===== src/rtl/bq_resp_frame_rx_pkg.sv =====
// bq_resp_frame_rx_pkg: shared state/status encodings and CRC constants for the response-frame parser
package bq_resp_frame_rx_pkg;
  typedef enum logic [2:0] {ST_IDLE, ST_HDR, ST_DATA, ST_CRC, ST_FLUSH} state_t;
  typedef enum logic [2:0] {
    STS_OK   = 3'd0,
    STS_CRC  = 3'd1,
    STS_LINE = 3'd2,
    STS_TMO  = 3'd3,
    STS_INIT = 3'd4
  } status_t;
  localparam logic [15:0] CRC_POLY = 16'hA001;
  localparam logic [15:0] CRC_SEED = 16'hFFFF;
  localparam int MAX_LEN = 128;
endpackage


===== src/rtl/bq_resp_frame_rx_crc16_byte.sv =====
// crc16_byte: combinational one-byte update of reflected CRC-16/IBM
module crc16_byte
  import bq_resp_frame_rx_pkg::*;
(
  input  logic [15:0] crc,
  input  logic [7:0]  data,
  output logic [15:0] crc_next
);
  always_comb begin
    crc_next = crc ^ {8'h00, data};
    for (int i = 0; i < 8; i++) crc_next = crc_next[0] ? (crc_next >> 1) ^ CRC_POLY : crc_next >> 1;
  end
endmodule


===== src/rtl/bq_resp_frame_rx.sv =====
// bq_resp_frame_rx: pops bq79606 response frames from the RX FIFO, streams the payload and reports a per-frame verdict
module bq_resp_frame_rx
  import bq_resp_frame_rx_pkg::*;
#(
  parameter int C_TIMEOUT_CYCLES = 100000,
  parameter int C_DATA_BITS      = 8
) (
  input  logic                   Clk,
  input  logic                   Reset,
  input  logic [C_DATA_BITS-1:0] RX_Data,
  input  logic                   RX_Data_Present,
  input  logic                   RX_Frame_Error,
  input  logic                   RX_Overrun_Error,
  output logic                   Read_RX_FIFO,
  output logic [7:0]             Out_Data,
  output logic                   Out_Valid,
  input  logic                   Out_Ready,
  output logic                   Out_Last,
  output logic [7:0]             Hdr_Len,
  output logic [7:0]             Hdr_Dev,
  output logic [15:0]            Hdr_Reg,
  output logic                   Frame_Done,
  output logic [2:0]             Frame_Status
);
  localparam int TW = $clog2(C_TIMEOUT_CYCLES + 1);
  localparam int LW = $clog2(MAX_LEN + 1);
  state_t state;
  logic pop, pop_q, line_err, tmo;
  logic [LW-1:0] idx;
  logic [TW-1:0] tmo_cnt;
  logic [15:0] crc, crc_in, crc_next;
  always_comb begin
    pop = !Reset && RX_Data_Present && !pop_q && (state != ST_DATA || !Out_Valid || Out_Ready);
    line_err = (state == ST_HDR || state == ST_DATA || state == ST_CRC) && (RX_Frame_Error || RX_Overrun_Error);
    tmo = state != ST_IDLE && !pop && tmo_cnt == TW'(C_TIMEOUT_CYCLES - 1);
    crc_in = state == ST_IDLE ? CRC_SEED : crc;
    Read_RX_FIFO = pop;
  end
  crc16_byte u_crc (.crc(crc_in), .data(RX_Data), .crc_next(crc_next));
  always_ff @(posedge Clk) begin
    if (Reset) begin
      state <= ST_IDLE;
      pop_q <= 1'b0;
      idx <= '0;
      crc <= CRC_SEED;
      tmo_cnt <= '0;
      Out_Data <= '0;
      Out_Valid <= 1'b0;
      Out_Last <= 1'b0;
      Hdr_Len <= '0;
      Hdr_Dev <= '0;
      Hdr_Reg <= '0;
      Frame_Done <= 1'b0;
      Frame_Status <= STS_OK;
    end else begin
      pop_q <= pop;
      Frame_Done <= 1'b0;
      tmo_cnt <= (pop || line_err || state == ST_IDLE) ? '0 : tmo_cnt + 1'b1;
      if (pop) crc <= crc_next;
      if (Out_Valid && Out_Ready) begin
        Out_Valid <= 1'b0;
        Out_Last <= 1'b0;
      end
      // line errors outrank both the timeout and a coincident pop
      if (line_err) begin
        Frame_Done <= 1'b1;
        Frame_Status <= STS_LINE;
        state <= ST_FLUSH;
      end else if (tmo) begin
        Frame_Done <= state != ST_FLUSH;
        if (state != ST_FLUSH) Frame_Status <= STS_TMO;
        state <= ST_IDLE;
      end else if (pop) begin
        case (state)
          ST_IDLE: begin
            idx <= '0;
            if (RX_Data[7]) begin
              Frame_Done <= 1'b1;
              Frame_Status <= STS_INIT;
              state <= ST_FLUSH;
            end else begin
              Hdr_Len <= {1'b0, RX_Data[6:0]} + 8'd1;
              state <= ST_HDR;
            end
          end
          ST_HDR: begin
            idx <= idx == LW'(2) ? '0 : idx + 1'b1;
            if (idx == LW'(0)) Hdr_Dev <= RX_Data;
            if (idx == LW'(1)) Hdr_Reg[15:8] <= RX_Data;
            if (idx == LW'(2)) begin
              Hdr_Reg[7:0] <= RX_Data;
              state <= ST_DATA;
            end
          end
          ST_DATA: begin
            Out_Data <= RX_Data;
            Out_Valid <= 1'b1;
            Out_Last <= idx + 1'b1 == Hdr_Len;
            idx <= idx + 1'b1 == Hdr_Len ? '0 : idx + 1'b1;
            if (idx + 1'b1 == Hdr_Len) state <= ST_CRC;
          end
          ST_CRC: begin
            idx <= LW'(1);
            if (idx == LW'(1)) begin
              Frame_Done <= 1'b1;
              Frame_Status <= crc_next == 16'h0000 ? STS_OK : STS_CRC;
              state <= ST_IDLE;
            end
          end
          ST_FLUSH: ;
          default: state <= ST_IDLE;
        endcase
      end
    end
  end
endmodule


===== config.mk =====
export PLATFORM = sky130hd
export DESIGN_NAME = bq_resp_frame_rx
export DESIGN_NICKNAME = d
export VERILOG_FILES = /design/src/rtl/bq_resp_frame_rx_pkg.sv /design/src/rtl/bq_resp_frame_rx_crc16_byte.sv /design/src/rtl/bq_resp_frame_rx.sv
export SDC_FILE = /design/constraint.sdc
export NUM_CORES = 1
export LEC_CHECK = 0
export CAP_MARGIN = 20
export CORE_AREA = 2 2 94 96
export DETAILED_ROUTE_END_ITERATION = 16
export DIE_AREA = 0 0 96 98
export PLACE_DENSITY_LB_ADDON = 0.08
export SLEW_MARGIN = 30
export SYNTH_ARGS = -nofsm -noshare
export SYNTH_HDL_FRONTEND = slang
export SYNTH_SLANG_ARGS = --single-unit

===== constraint.sdc =====
create_clock -name Clk -period 7.25 [get_ports Clk]
set_clock_uncertainty 0.2 [all_clocks]
set_input_delay 1.45 -clock Clk [delete_from_list [all_inputs] [get_ports Clk]]
set_output_delay 1.45 -clock Clk [all_outputs]
set_load 0.1 [all_outputs]

# Yosys cells after proc, flatten, opt, wreduce, memory -nomap -nowiden
# Index checks and enable logic that the tools add are counted.
dict set report totals {
  regBits 91
  inputBits 14
  elab_cells 138
}
dict set report op_classes {
  add_sub_neg 3
  eq_ne 22
  muxes 44
  bitwise 13
  reduce_logical 40
}
# cell count
set ops {}
lappend ops {{two-way mux 16 bit} 9}
lappend ops {{AND reduction 5 bit} 8}
lappend ops {{two-way mux 3 bit} 12}
lappend ops {{case mux 8 bit (4 select lines)} 1}
lappend ops {{NOT 2 -> 3 bit} 8}
lappend ops {{adder 17 x 1 -> 17 bit (second input constant)} 1}
lappend ops {{equality test 17 bit (second input constant)} 1}
lappend ops {{logical NOT 16 bit} 1}
lappend ops {{two-way mux 1 bit} 16}
lappend ops {{two-way mux 8 bit} 2}
lappend ops {{XOR 16 x 8 -> 16 bit} 1}
lappend ops {{case mux 3 bit (5 select lines)} 1}
lappend ops {{!= test 4 x 3 -> 1 bit (second input constant)} 3}
lappend ops {{!= test 3 x 2 -> 1 bit (second input constant)} 3}
lappend ops {{!= test 3 bit (second input constant)} 3}
lappend ops {{nonzero test 3 bit} 3}
lappend ops {{adder 7 x 1 -> 8 bit (second input constant)} 1}
lappend ops {{adder 8 x 1 -> 8 bit (second input constant)} 1}
lappend ops {{equality test 8 x 1 -> 1 bit (second input constant)} 1}
lappend ops {{equality test 8 x 2 -> 1 bit (second input constant)} 1}
lappend ops {{equality test 8 bit} 1}
lappend ops {{logical NOT 8 bit} 1}
lappend ops {{!= test 2 x 1 -> 1 bit (second input constant)} 4}
lappend ops {{AND reduction 4 bit} 2}
lappend ops {{other kinds (16)} 37}

# Depth between registers and ports, before layout
# Gate-level depths: netlist of run 1.
dict set report logic_depth {
  depth_word 26
  mapped_depth 13
  mapped_depth_nobuf 11
}

# By module
# Synthesis of run 1 repeated with hierarchy kept, for this count alone.
dict set report unflattened {
  cells_unflattened 553
  area_unflattened_um2 4629.4
}
# module n_inst cells_per_inst area_each_um2 seq_area_each_um2
set by_module_without_submodules {}
lappend by_module_without_submodules {bq_resp_frame_rx 1 527 4377.9 1821.7}
lappend by_module_without_submodules {crc16_byte 1 26 251.5 0.0}

# Worst setup path before layout of run 1
# No wires, ideal clock.
dict set report synth_path {
  path_kind {input port to output port}
  from {input port Reset}
  to {output port Read_RX_FIFO}
  t_arrival_ps 3250
  required_ps 5600
  path_slack_ps 2350
  stages 5
  n_path_buf 2
  path_cell_list {clkbuf_1 nor3b_1 o21ai_2 inv_2 clkbuf_1}
}
dict set report synth_via {
  elab_chain_len 4
}
# element line_no
set synth_lines {}
lappend synth_lines {{from (decl)} bq_resp_frame_rx.sv:9} ;# input logic Reset,
lappend synth_lines {{logical NOT 1 bit} bq_resp_frame_rx.sv:33} ;# pop = !Reset && RX_Data_Present && !pop_q && (state != ST_DATA || !Out_Valid || Out_Ready);
lappend synth_lines {{logical AND 1 bit (3 in a row)} bq_resp_frame_rx.sv:33}
lappend synth_lines {{to (decl)} bq_resp_frame_rx.sv:14} ;# output logic Read_RX_FIFO,
# Every way passes these cells.

# Worst setup path in the final report of run 1
dict set report layout_path {
  from {input port RX_Data_Present}
  to {output port Read_RX_FIFO}
}
dict set report layout_via {
  elab_chain_len 3
}
# element line_no
set layout_lines {}
lappend layout_lines {{from (decl)} bq_resp_frame_rx.sv:11} ;# input logic RX_Data_Present,
lappend layout_lines {{logical AND 1 bit (3 in a row)} bq_resp_frame_rx.sv:33}
# Every way passes these cells.

==> results by stage, run 1 <==
Synth:
- Dividing the synthesized area by the synthesized cell count gives 8.12 sq um.
- The flip-flop and latch count after synthesis is 91.
- The synthesized design spends more area on one cell type than any other, namely dfxtp_1.
- The mapped netlist covers 4550 sq um.
- The share of the Yosys chip area taken by registers is 40.1%.
- In this run, synthesis inferred 0 flip-flops with an integrated enable.
- During synthesis, Yosys emitted a total of 0 warnings.
- The predominant post-synthesis flop cell is dfxtp_1.
- The number of distinct library cells after synthesis is 58.
- The number of nets produced by synthesis is 581.
- The synthesized netlist cell count is 560.
- The fraction of synthesized cell area taken by the top area cell type is 40.1%.
- In the post-synthesis netlist, the biggest area contributors are dfxtp_1, nand2_1, nor2_1, xnor2_1, a21oi_1.
- Counting flops with an async set or reset pin after synthesis yields a share of 0%.

Setup path:
- The slowest stage of the critical path belongs to the cell clkdlybuf4s50_1.
- STA classifies the critical path endpoint as a primary output.
- On the critical path the largest part of the delay comes from buffers and inverters.
- The arrival time of data at the critical path endpoint is 3.85 ns.
- The worst setup path is of the in -> out kind.
- STA classifies the critical path startpoint as an input pin.
- The largest stage delay on the critical path is 1.19 ns.
- The maximum fanout count along the critical path is 15.
- Walking the worst path, the cells encountered are clkdlybuf4s50_1 > nor3b_1 > o21ai_2 > inv_2 > clkdlybuf4s50_1.
- For the worst setup path, the data required time is 5.60 ns.
- Counting stages on the worst path, the most repeated cell is clkdlybuf4s50_1.
- The number of buffers and inverters on the critical path is 3.

Timing:
- The hold violation total from the final report is 0.
- The accumulated negative setup slack is 0 ns.
- The worst-case setup margin in the final layout is 1.75 ns.
- The final-layout worst hold slack is 0.257 ns.
- Dividing the final minimum period by the clock period gives 75.9%.
- Setup repair after global routing left no endpoint under its margin.
- The transition time of the tightest slew-check pin is 1.01 ns.
- The routed design could run at a clock period as short as 5.50 ns.
- The number of max-slew violations in the final report is 0.
- The final setup violation count is 0.
- Headroom to the max-slew limit came out at 32.6%.
- The maximum clock frequency is 182 MHz.

Pwr:
- The maximum VDD drop is 99.8 uV.
- In this run, the clock network consumes 31.0% of the power.
- The internal power of the cells totals 0.000722 W.
- Net switching is 31.0% of the power.
- Summing internal, switching and leakage power gives 0.00105 W.
- The power density over cell area is 196 nW/um^2.
- Of the total power, combinational logic draws 18.1%.
- The leakage dissipation is 1.83 nW.
- The switching component of the power is 0.000325 W.
- Of the total power, registers draw 50.9%.

Cells and area:
- Cells with a size suffix above 1 make up 5.62% of the layout.
- 0 antenna diodes ended up in the layout.
- The most common library cell in the layout ignoring fill and taps is dfxtp_1.
- The growth of design area from synthesis to finish is 17.7%.
- The number of inserted filler cells in the final layout is 752.
- In the layout the commonest cells are dfxtp_1, nand2_1, nor2_1.
- The post-route cell area is 5350 sq um.
- The net count of the finished layout is 621.

Place:
- The setup slack at placement is 1.77 ns.
- During placement, the flow inserted port buffers numbering 60.
- The post-detailed-placement cell area is 5170 sq um.
- The placed wire-length estimate after detailed placement is 7660 um.
- The placer congestion estimate is 0.834.

Detailed routing:
- Wire segments on met3 add up to 588 um in the final route.
- Once detail routing completed, the nets flagged for antenna violations numbered 0.
- The pre-antenna-repair detailed-routing pass consisted of 5 iterations.
- Dividing the detail-routed via count by the number of cells gives 5.51.
- The residual DRC count is 0.
- The topmost layer with routed signal wires is met4.
- Wire segments on met2 add up to 5240 um in the final route.
- Wires add up to 10900 um.
- After detailed routing, the average wire length per cell comes to 15.3 um.
- The number of design-rule violations left by the first detailed-router iteration is 238.
- The total via count after detailed routing is 3929.
- The wire length on met1 is 4950 um.

Die:
- The boundary pin count is 61.
- The die outline height is 98 um.
- The number of cell rows is 34.
- The width of the die is 96 um.
- The floorplan step defined a core boundary enclosing 8470 sq um.
- For this configuration, the core starts out at a cell density of 53.7%.
- The die covers 9410 sq um.

Clock network:
- CTS built an H-tree with a depth of 3.
- After clock tree synthesis, the flow added hold-fix buffers numbering 0.
- The clock slew at the register clock pins of the worst setup and hold paths is 0.09 ns.
- The CTS buffer count is 9.
- The maximum number of buffers from clock root to sink is 2.
- In this run, post-CTS repair resized a total of 0 instances.
- TritonCTS built the clock tree.
- The number of clock sinks is 91.
- The post-CTS setup buffer count is 0.
- The clock reaches the later pin of the worst-skew pair after 0.36 ns.
- CTS placed an instance of clkbuf_8 at the clock tree root.

Job:
- The tool flagged a number of max-cap violations equal to 0.

Min path:
- The classification of the worst-slack hold path is reg -> reg.

GRT:
- The first global-routing pass estimated 18200 um of wire.
- The total global routing overflow is 0.
- The via count of the first global-routing pass is 3766.
- Entering global routing, the biggest net connects 73 pins.
- Global routing consumed, over all layers together, 24.2% of the routing resources.
- The initial antenna violation count is 0.

Status:
- The run finished with clean final reports.
-- state kept, by name, summed over array words and instances, names as in the netlist --
| register | cells |
|---|---|
| crc | 16 |
| state | 3 |
| Hdr_Len | 8 |
| tmo_cnt | 17 |
| pop_q | 1 |
| Hdr_Dev | 8 |
| idx | 8 |
| Hdr_Reg | 16 |
| Out_Last | 1 |
| Frame_Done | 1 |
| Out_Valid | 1 |
| Out_Data | 8 |
| Frame_Status | 3 |
-- layer usage --
metal  track usage, %  vias to the layer above
li1                 -                     1970
met1             33.2                     1869
met2             38.6                       79
met3             4.78                       11
met4             6.70                        0
met5                0                        -
-- synth_stat cells, types with 2 or more instances --
cell type / n
xnor2_1: 35
or3_1: 6
clkbuf_1: 24
nand4_1: 4
a21oi_1: 43
a211oi_4: 2
or2_1: 6
nor2_1: 83
and3b_1: 2
a211oi_1: 6
a211o_1: 11
xor2_1: 21
or4_1: 2
nand2b_1: 4
dfxtp_1: 91
mux2i_1: 11
buf_2: 8
inv_1: 9
o22ai_1: 5
nor3b_1: 4
and2_1: 6
nand3_1: 13
and4_1: 3
nor4_1: 6
inv_2: 2
o21ai_1: 2
buf_1: 2
a22oi_1: 2
o21ai_0: 3
ha_1: 7
nor2b_1: 4
nand2_1: 87
o211ai_1: 4
nor3_1: 12
and3_1: 7
-- cells by family after synthesis --
| logic type | Yosys count | synth area share, % |
|---|---|---|
| AO/OA/AOI/OAI | 89 | 13.0 |
| multiplexers | 11 | 2.42 |
| flip-flops | 91 | 40.1 |
| buffers and inverters | 46 | 4.18 |
| adder cells (fa/ha/maj) | 7 | 1.93 |
| XOR/XNOR | 57 | 11.3 |
| AND/OR/NAND/NOR | 259 | 27.1 |
-- power by group through the flow --
stage	Clock, W	Sequential [W]	Combinational, W
floorplan	0	0.000565	0.000125
global placement	0	0.000543	0.000184
detailed placement	0	0.000544	0.000189
CTS	0.000332	0.000532	0.000190
global route	0.000353	0.000536	0.000206
finish	0.000325	0.000532	0.000190
-- final timing paths --
check / startpoint / end / slack [ns] / cells past startpoint
setup reg to reg: state[2] / Frame_Status[0] / 3.46 / 11
hold reg to reg: Hdr_Dev[4] / Hdr_Dev[4] / 0.26 / 2
hold / removal: Hdr_Dev[4] / Hdr_Dev[4] / 0.26 / 2
setup / recovery: RX_Data_Present / Read_RX_FIFO / 1.75 / 5
-- final cells by class --
type | count | area [sq um] | share of cell area (%)
multi-input combinational | 423 | 2550 | 47.6
inverter | 11 | 41.3 | 0.771
clock inverter | 6 | 47.5 | 0.888
sequential | 91 | 1820 | 34.0
clock buffer | 10 | 138 | 2.57
tap | 108 | 135 | 2.52
timing repair buffer | 64 | 621 | 11.6
-- per-stage QoR --
stage               cells  util (%)
floorplan             560         -
global placement      697      60.9
detailed placement    697      61.0
CTS                   713      63.2
global route          713      63.2
finish                713      63.2
-- tightest hold or removal path: cells and delay by family, from the launching register on --
family | cells | cell delay, ns
flops | 1 | 0.32
compound gates | 1 | 0.05
simple gates | 1 | 0.05
(Power assumes the default switching activity.)
==> inputs of run 2 (changes only) <==
==> constraint.sdc (replaced) <==
create_clock -name Clk -period 5.7 [get_ports Clk]
set_clock_uncertainty 0.2 [all_clocks]
set_input_delay 1.14 -clock Clk [delete_from_list [all_inputs] [get_ports Clk]]
set_output_delay 1.14 -clock Clk [all_outputs]
set_load 0.1 [all_outputs]
==> run 2 against run 1 <==
Register-to-register slack lost 1.6 ns. Global-route usage grew 0.26 points. Non-clock buffer count grew 1. Clock power grew 23%. Combinational power grew 28%. Flip-flop and latch count is the same. Routed wire length grew 1.2%. Hold slack lost 0.0020 ns. Highest routed layer unchanged.
==> results by stage, run 2 (synthesis results as in run 1) <==
Pwr:
- The sequential share of power was 51.2% (+0.3 points).
- The proportion of total power due to net switching is 31.3% (+0.25 points).
- The leakage dissipation is 1.83 nW (-0.23%).
- The maximum VDD drop is 140 uV (+40%).
- The relative contribution of the clock network to total power is 30.4% (-0.6 points).
- The switching component of the power is 0.000413 W (+27%).
- The internal power of the cells is 0.000907 W (+26%).
- The combinational group share of total power is 18.4% (+0.3 points).
- The power density over cell area is 247 nW/um^2 (+26%).

Clock network:
- TritonCTS built the clock tree.
- The clock latency on the worst-skew pair is 0.35 ns (about the same).
- The number of clock sinks is 91 (unchanged).
- The clock tree root driver cell is clkbuf_8.
- The post-CTS setup buffer count was 0 (unchanged).
- The number of gates resized after cts is 0 (unchanged).
- The clock slew at the register clock pins of the worst setup and hold paths is 0.09 ns (about the same).
- The hold buffer count at CTS is 0 (unchanged).
- The CTS buffer count came to 9 (unchanged).
- The H-tree level count is 3 (unchanged).
- The maximum number of buffers from clock root to sink is 2 (unchanged).

Cells and area:
- The number of antenna diodes is 0 (unchanged).
- The register ranked first by flip-flop count is tmo_cnt.
- The largest registers in the layout are tmo_cnt: 17 flops, Hdr_Reg: 16 flops, crc: 16 flops.
- The fraction of final layout cells sized beyond drive strength 1 is 5.61% (-0.0093 points).
- The growth of design area from synthesis to finish is 17.7% (about the same).
- The post-layout net count was 622 (+0.16%).
- In the layout the commonest cells are dfxtp_1, nand2_1, nor2_1.
- The most common library cell in the layout ignoring fill and taps is dfxtp_1.
- The number of flip-flops in the largest register was 17 (unchanged).
- The final core utilization is 63.2% (about the same).

Place:
- The placed wire-length estimate after detailed placement was 7830 um (+2.1%).
- The placer congestion estimate is 0.848 (+1.7%).
- The setup slack at placement is 0.807 ns (-0.963 ns).
- The quantity of I/O buffers inserted on ports is 60 (unchanged).

GRT:
- The met3 usage was 5.02% (+0.23 points).
- The global-route met1 utilization is 33.9% (+0.68 points).
- The all-layer global routing usage is 24.5% (+0.26 points).
- The total global routing overflow is 0 (unchanged).
- The maximum number of pins on one net before global-route repair is 73 (unchanged).
- The initial antenna violation count is 0 (unchanged).
- The via count of the first global-routing pass was 3675 (-2.4%).
- The global-route met2 utilization is 38.6% (-0.053 points).
- The most crowded layer after global routing is met2.
- The wire length of the first global-routing pass is 18300 um (+0.65%).

Detailed routing:
- The residual DRC count came to 0 (unchanged).
- The detailed-route wire length per cell is 15.4 um (+1.1%).
- The residual antenna-violating net count after detailed routing is 0 (unchanged).
- The post-detailed-routing wire length was 11000 um (+1.2%).
- The via density per instance is 5.52 (+0.24%).
- The number of design-rule violations left by the first detailed-router iteration is 165 (-31%).
- The total via count after detailed routing is 3944 (+0.38%).
- The first-pass detailed-route iteration total is 4 (-1).

Timing:
- The number of max-slew violations in the final report is 0 (unchanged).
- Setup repair after global routing left no endpoint under its margin.
- The worst slew slack as a fraction of its limit came to 33.2% (+0.62 points).
- The worst-case setup margin in the final layout is 1.15 ns (-0.600 ns).
- In the finished design, the share of the clock period the worst path needs comes to 79.8%.
- The transition time of the tightest slew-check pin was 0.998 ns (-0.00930 ns).
- Static timing analysis puts the maximum clock frequency at 220 MHz.
- The final setup violation count came to 0 (unchanged).
- The accumulated negative setup slack is 0 ns (unchanged).
- The hold violation total from the final report is 0 (unchanged).
- The final-layout worst hold slack is 0.255 ns (-0.00196 ns).
- The minimum clock period is 4.55 ns.

Setup path:
- The startpoint type of the worst setup path is an input pin.
- The number of buffer and inverter stages on the critical path is 1 (-2).
- In this design, the critical path's most frequently occurring cell is xnor2_1.
- The signal on the critical path passes through clkdlybuf4s50_1 > nor4b_1 > a211oi_4 > xnor2_1 > xnor3_2 > xnor2_1 > ha_1 > xnor2_1 > and3_1 > nand4_1 > nand4b_1 > o31a_1.
- The number of cells on the worst reg-to-reg path is 11 (unchanged).
- The type of destination of the critical path is a flop.
- The maximum fanout count along the critical path was 10 (-5).
- The critical path's top delay family is XOR/XNOR gates.
- The cell count along the critical path was 12 (+7).
- The required time reported for the critical path endpoint came to 5.75 ns (+0.15 ns).
- The worst-path cell with the longest stage delay is clkdlybuf4s50_1.
- The largest stage delay on the critical path is 0.70 ns (-0.49 ns).
- By startpoint and endpoint, the worst setup path is classified as in -> reg.
- The arrival time of data at the critical path endpoint is 4.60 ns (+0.75 ns).

Die:
- The area of the die is 9410 sq um (unchanged).
- The placeable core area is 8470 sq um (unchanged).
- The initial standard-cell utilization of the core was 53.7% (unchanged).
- The boundary pin count is 61 (unchanged).
- The die outline height came to 98 um (unchanged).
- The width of the die is 96 um (unchanged).
- The number of cell rows was 34 (unchanged).

Job:
- The max-cap violation count is 0 (unchanged).

Min path:
- The number of cells on the worst hold path is 1 (-1).
- The classification of the worst-slack hold path is reg -> reg.

Status:
- The run finished with clean final reports.
## run 2: cell count changes in the layout (fill, tap and decap cells not counted), sizes merged
cell      delta
clkinvlp     +1
buf          +1
clkinv       -1
## run 2: path summary, 6_finish.rpt
path              slack, ns       start              end
setup / recovery       1.15  RX_Data[3]  Frame_Status[0]
hold reg to reg        0.26  tmo_cnt[0]       tmo_cnt[0]
hold / removal         0.26  tmo_cnt[0]       tmo_cnt[0]
setup reg to reg       1.84    state[2]  Frame_Status[0]
## run 2: stage by stage
step                std cells  power [W]  instance area (sq um)
global route              714    0.00138                   5350
finish                    714    0.00132                   5350
detailed placement        698   0.000933                   5170
global placement          698   0.000926                   5160
floorplan                 560   0.000877                   4550
CTS                       714    0.00133                   5350
## run 2: area by class of cell
class	count	area, sq um
clock buffers	10	128
clock inverters	6	48.8
fillers	720	3110
inverters	11	41.3
multi-input cells	423	2550
flip-flops and latches	91	1820
well taps	108	135
repair buffers	65	631
## run 2: worst reg2reg max path, stage by stage (launching register included)
cell and delay (ns):
dfxtp_1 0.50, or3_1 0.61, a211oi_4 0.35, xnor2_1 0.23, xnor3_2 0.44, xnor2_1 0.26, ha_1 0.34, xnor2_1 0.15
and3_1 0.16, nand4_1 0.09, nand4b_1 0.18, o31a_1 0.24
## run 2: routing by layer
layer	routed length, um	part of all wire (%)
met1	5150	47
met2	5280	48
met3	426	3.9
met4	176	1.6
met5	0	0
## run 2: power by group through the flow
stage          Clock (W)  Sequential, W  Combinational (W)
3_3_place_gp           0       0.000691           0.000235
2_1_floorplan          0       0.000718           0.000159
6_report        0.000401       0.000677           0.000243
5_1_grt         0.000438       0.000680           0.000265
4_1_cts         0.000411       0.000677           0.000243
3_5_place_dp           0       0.000691           0.000242
==> inputs of run 3 (changes only) <==
--- a/config.mk
+++ b/config.mk
@@ -6,9 +6,9 @@
 export NUM_CORES = 1
 export LEC_CHECK = 0
 export CAP_MARGIN = 20
-export CORE_AREA = 2 2 94 96
+export CORE_AREA = 2 2 99 101
 export DETAILED_ROUTE_END_ITERATION = 16
-export DIE_AREA = 0 0 96 98
+export DIE_AREA = 0 0 101 103
 export PLACE_DENSITY_LB_ADDON = 0.08
 export SLEW_MARGIN = 30
 export SYNTH_ARGS = -nofsm -noshare
==> constraint.sdc (replaced) <==
create_clock -name Clk -period 4 [get_ports Clk]
set_clock_uncertainty 0.2 [all_clocks]
set_input_delay 0.8 -clock Clk [delete_from_list [all_inputs] [get_ports Clk]]
set_output_delay 0.8 -clock Clk [all_outputs]
set_load 0.1 [all_outputs]
==> run 3 against run 2 <==
First-iteration DRC count shrank 16%. Combinational power grew 63%. Clock power grew 62%. Global-route usage shrank 1.5 points. Critical path type unchanged.
==> results by stage, run 3 (synthesis results as in run 1) <==
Clock network:
- The clock tree root driver cell is clkbuf_8.
- The maximum number of buffers from clock root to sink is 2 (unchanged).
- The clock latency on the worst-skew pair is 0.36 ns (about the same).
- The number of clock sinks is 91 (unchanged).
- The clock slew at the register clock pins of the worst setup and hold paths was 0.09 ns (about the same).
- The CTS buffer count is 9 (unchanged).
- The clock tree from TritonCTS is done.
- The hold buffer count at CTS was 0 (unchanged).
- The post-CTS setup buffer count is 0 (unchanged).
- The H-tree level count is 3 (unchanged).
- The number of gates resized after cts is 0 (unchanged).

Job:
- The max-cap violation count is 0 (unchanged).

Pwr:
- The proportion of total power due to net switching is 30.0% (-1.3 points).
- The combinational group share of total power came to 19.7% (+1.3 points).
- The sequential share of power is 47.8% (-3.4 points).
- The maximum VDD drop is 203 uV (+46%).
- The internal power of the cells is 0.00140 W (+55%).
- The relative contribution of the clock network to total power is 32.5% (+2.1 points).
- The switching component of the power came to 0.000600 W (+45%).
- The power density over cell area came to 363 nW/um^2 (+47%).
- The leakage dissipation came to 1.93 nW (+5.6%).

Detailed routing:
- The residual antenna-violating net count after detailed routing is 0 (unchanged).
- The total via count after detailed routing is 3988 (+1.1%).
- The detailed-route wire length per cell is 15.4 um (-0.22%).
- The residual DRC count is 0 (unchanged).
- The first-pass detailed-route iteration total is 5 (+1).
- The via density per instance is 5.40 (-2.2%).
- The post-detailed-routing wire length came to 11400 um (+3.1%).
- The number of design-rule violations left by the first detailed-router iteration was 139 (-16%).

GRT:
- The all-layer global routing usage is 22.9% (-1.5 points).
- The initial antenna violation count is 0 (unchanged).
- The maximum number of pins on one net before global-route repair was 73 (unchanged).
- The via count of the first global-routing pass is 3822 (+4.0%).
- The total global routing overflow is 0 (unchanged).
- The wire length of the first global-routing pass is 18900 um (+2.8%).

Cells and area:
- More flip-flops sit in one register than any other, and that register is tmo_cnt.
- The count of non-filler cells in the finished layout was 738 (+3.4%).
- The most common library cell in the layout ignoring fill and taps is dfxtp_1.
- The number of antenna diodes is 0 (unchanged).
- The fraction of final layout cells sized beyond drive strength 1 is 8.17% (+2.6 points).
- The final core utilization is 58.4% (-4.9 points).
- Relative to the synthesized area, the layout overhead comes to 21.5%.
- The library cells used most frequently in the layout, excluding fill and tap cells, are dfxtp_1, nand2_1, nor2_1.
- In the final layout, the registers with the most flip-flops are tmo_cnt: 17 flops, Hdr_Reg: 16 flops, crc: 16 flops.
- The post-layout net count is 640 (+2.9%).
- The number of flip-flops in the largest register is 17 (unchanged).

Setup path:
- The startpoint of the lowest-slack register-to-register path is state[0].
- The largest stage delay on the critical path is 0.51 ns (-0.19 ns).
- The cell family contributing the most delay on the critical path is XOR/XNOR gates.
- The required time reported for the critical path endpoint is 4.04 ns (-1.71 ns).
- The slack of the worst reg-to-reg path was 0.40 ns (-1.44 ns).
- The critical path goes through clkdlybuf4s50_1 > nor4b_1 > buf_4 > a211oi_4 > xnor2_1 > xnor3_2 > xnor2_1 > ha_1 > xnor2_1 > and3_1 > nand4_1 > nand4b_1 > o31a_1.
- The arrival time of data at the critical path endpoint is 3.77 ns (-0.83 ns).
- The setup path with the least slack is of type in -> reg.
- For this design, the slowest cell found on the critical path is clkdlybuf4s50_1.
- The number of cells on the worst reg-to-reg path was 11 (unchanged).
- The number of buffer and inverter stages on the critical path is 2 (+1).
- The worst setup path is launched from an input pin.
- STA classifies the critical path endpoint as a flop.
- The maximum fanout count along the critical path came to 4 (-6).
- The most numerous cell type found on the critical path is xnor2_1.
- The worst register-to-register path ends at Frame_Status[0].

Die:
- The number of cell rows is 36 (+5.9%).
- The die outline height is 103 um (+5.1%).
- The area of the die is 10400 sq um (+11%).
- The width of the die came to 101 um (+5.2%).
- The initial standard-cell utilization of the core is 48.1% (-5.6 points).
- The boundary pin count came to 61 (unchanged).
- The placeable core area is 9460 sq um (+12%).

Min path:
- The tightest min-delay check is of the reg -> reg type.
- The number of cells on the worst hold path is 2 (+1).
- For hold timing, the worst endpoint is Hdr_Reg[3].
- The startpoint identified for the worst hold timing path is Hdr_Reg[3].

Timing:
- The maximum clock frequency is 268 MHz.
- The number of max-slew violations in the final report is 0 (unchanged).
- The transition time of the tightest slew-check pin is 1.00 ns (+0.00506 ns).
- The worst slew slack as a fraction of its limit was 32.9% (-0.34 points).
- The hold violation total from the final report is 0 (unchanged).
- Setup repair after global routing left no endpoint under its margin.
- Subtracting the final worst setup slack from the clock period gives 3.72 ns.
- The worst path uses 93.1% of the clock period.
- The final setup violation count is 0 (unchanged).

Place:
- The placer congestion estimate is 0.794 (-6.4%).
- The cell count after placement was 722 (+3.4%).
- The placed wire-length estimate after detailed placement is 8120 um (+3.7%).
- The quantity of I/O buffers inserted on ports is 60 (unchanged).

Status:
- The run finished with clean final reports.
## run 3: cell count changes in the layout (fill, tap and decap cells not counted)
cell,before,now
buf_12,0,1
buf_4,6,23
bufinv_16,0,1
clkbuf_8,9,10
clkinv_2,1,0
clkinv_4,1,2
inv_6,1,0
inv_8,1,0
nor3_1,11,12
nor3_2,2,1
nor4_2,0,1
nor4_4,2,1
## run 3: metal layers
metal	share of wire (%)	track usage (%)	up-vias
li1	-	-	2012
met1	46	29.6	1886
met2	48	38.4	77
met3	4.6	6.10	13
met4	1.1	5.93	0
met5	0	0	-
## run 3: power groups by stage
stage / sequential (W) / combinational, W / clock [W]
floorplan: 0.00102 / 0.000226 / 0
global placement: 0.000979 / 0.000387 / 0
detailed placement: 0.000979 / 0.000393 / 0
CTS: 0.000958 / 0.000395 / 0.000665
global route: 0.000963 / 0.000429 / 0.000704
finish: 0.000958 / 0.000395 / 0.000650
## run 3: layout make-up
type                    count  area, sq um
fillers                   908         3940
multi-input cells         423         2530
clock inverters             5         62.6
repair buffers             83          778
flip-flops and latches     91         1820
clock buffers              11          141
inverters                  11         41.3
well taps                 114          143
## run 3: tightest hold or removal path: stages, from the launching register on
cell,delay [ns]
dfxtp_1,0.32
nand2_1,0.05
a21oi_1,0.05
## run 3: worst max-delay path by stage
stage                     from         endpoint  depth (start not counted)
CTS                 RX_Data[3]  Frame_Status[0]                         13
finish              RX_Data[3]  Frame_Status[0]                         13
global route        RX_Data[3]  Frame_Status[0]                         13
floorplan           RX_Data[3]  Frame_Status[0]                         12
global placement    RX_Data[3]  Frame_Status[0]                         13
detailed placement  RX_Data[3]  Frame_Status[0]                         13
## run 3: through the flow
stage               hold WS [ns]  TNS, ns  instance area (sq um)  worst slack, ns  power (W)
finish                     0.257        0                   5520            0.275    0.00200
global route               0.282        0                   5520           0.0702    0.00210
CTS                        0.262        0                   5520            0.271    0.00202
detailed placement         0.249  -0.0933                   5320          -0.0933    0.00137
global placement           0.234  -0.0200                   5320          -0.0200    0.00137
floorplan                  0.218        0                   4550            0.337    0.00125
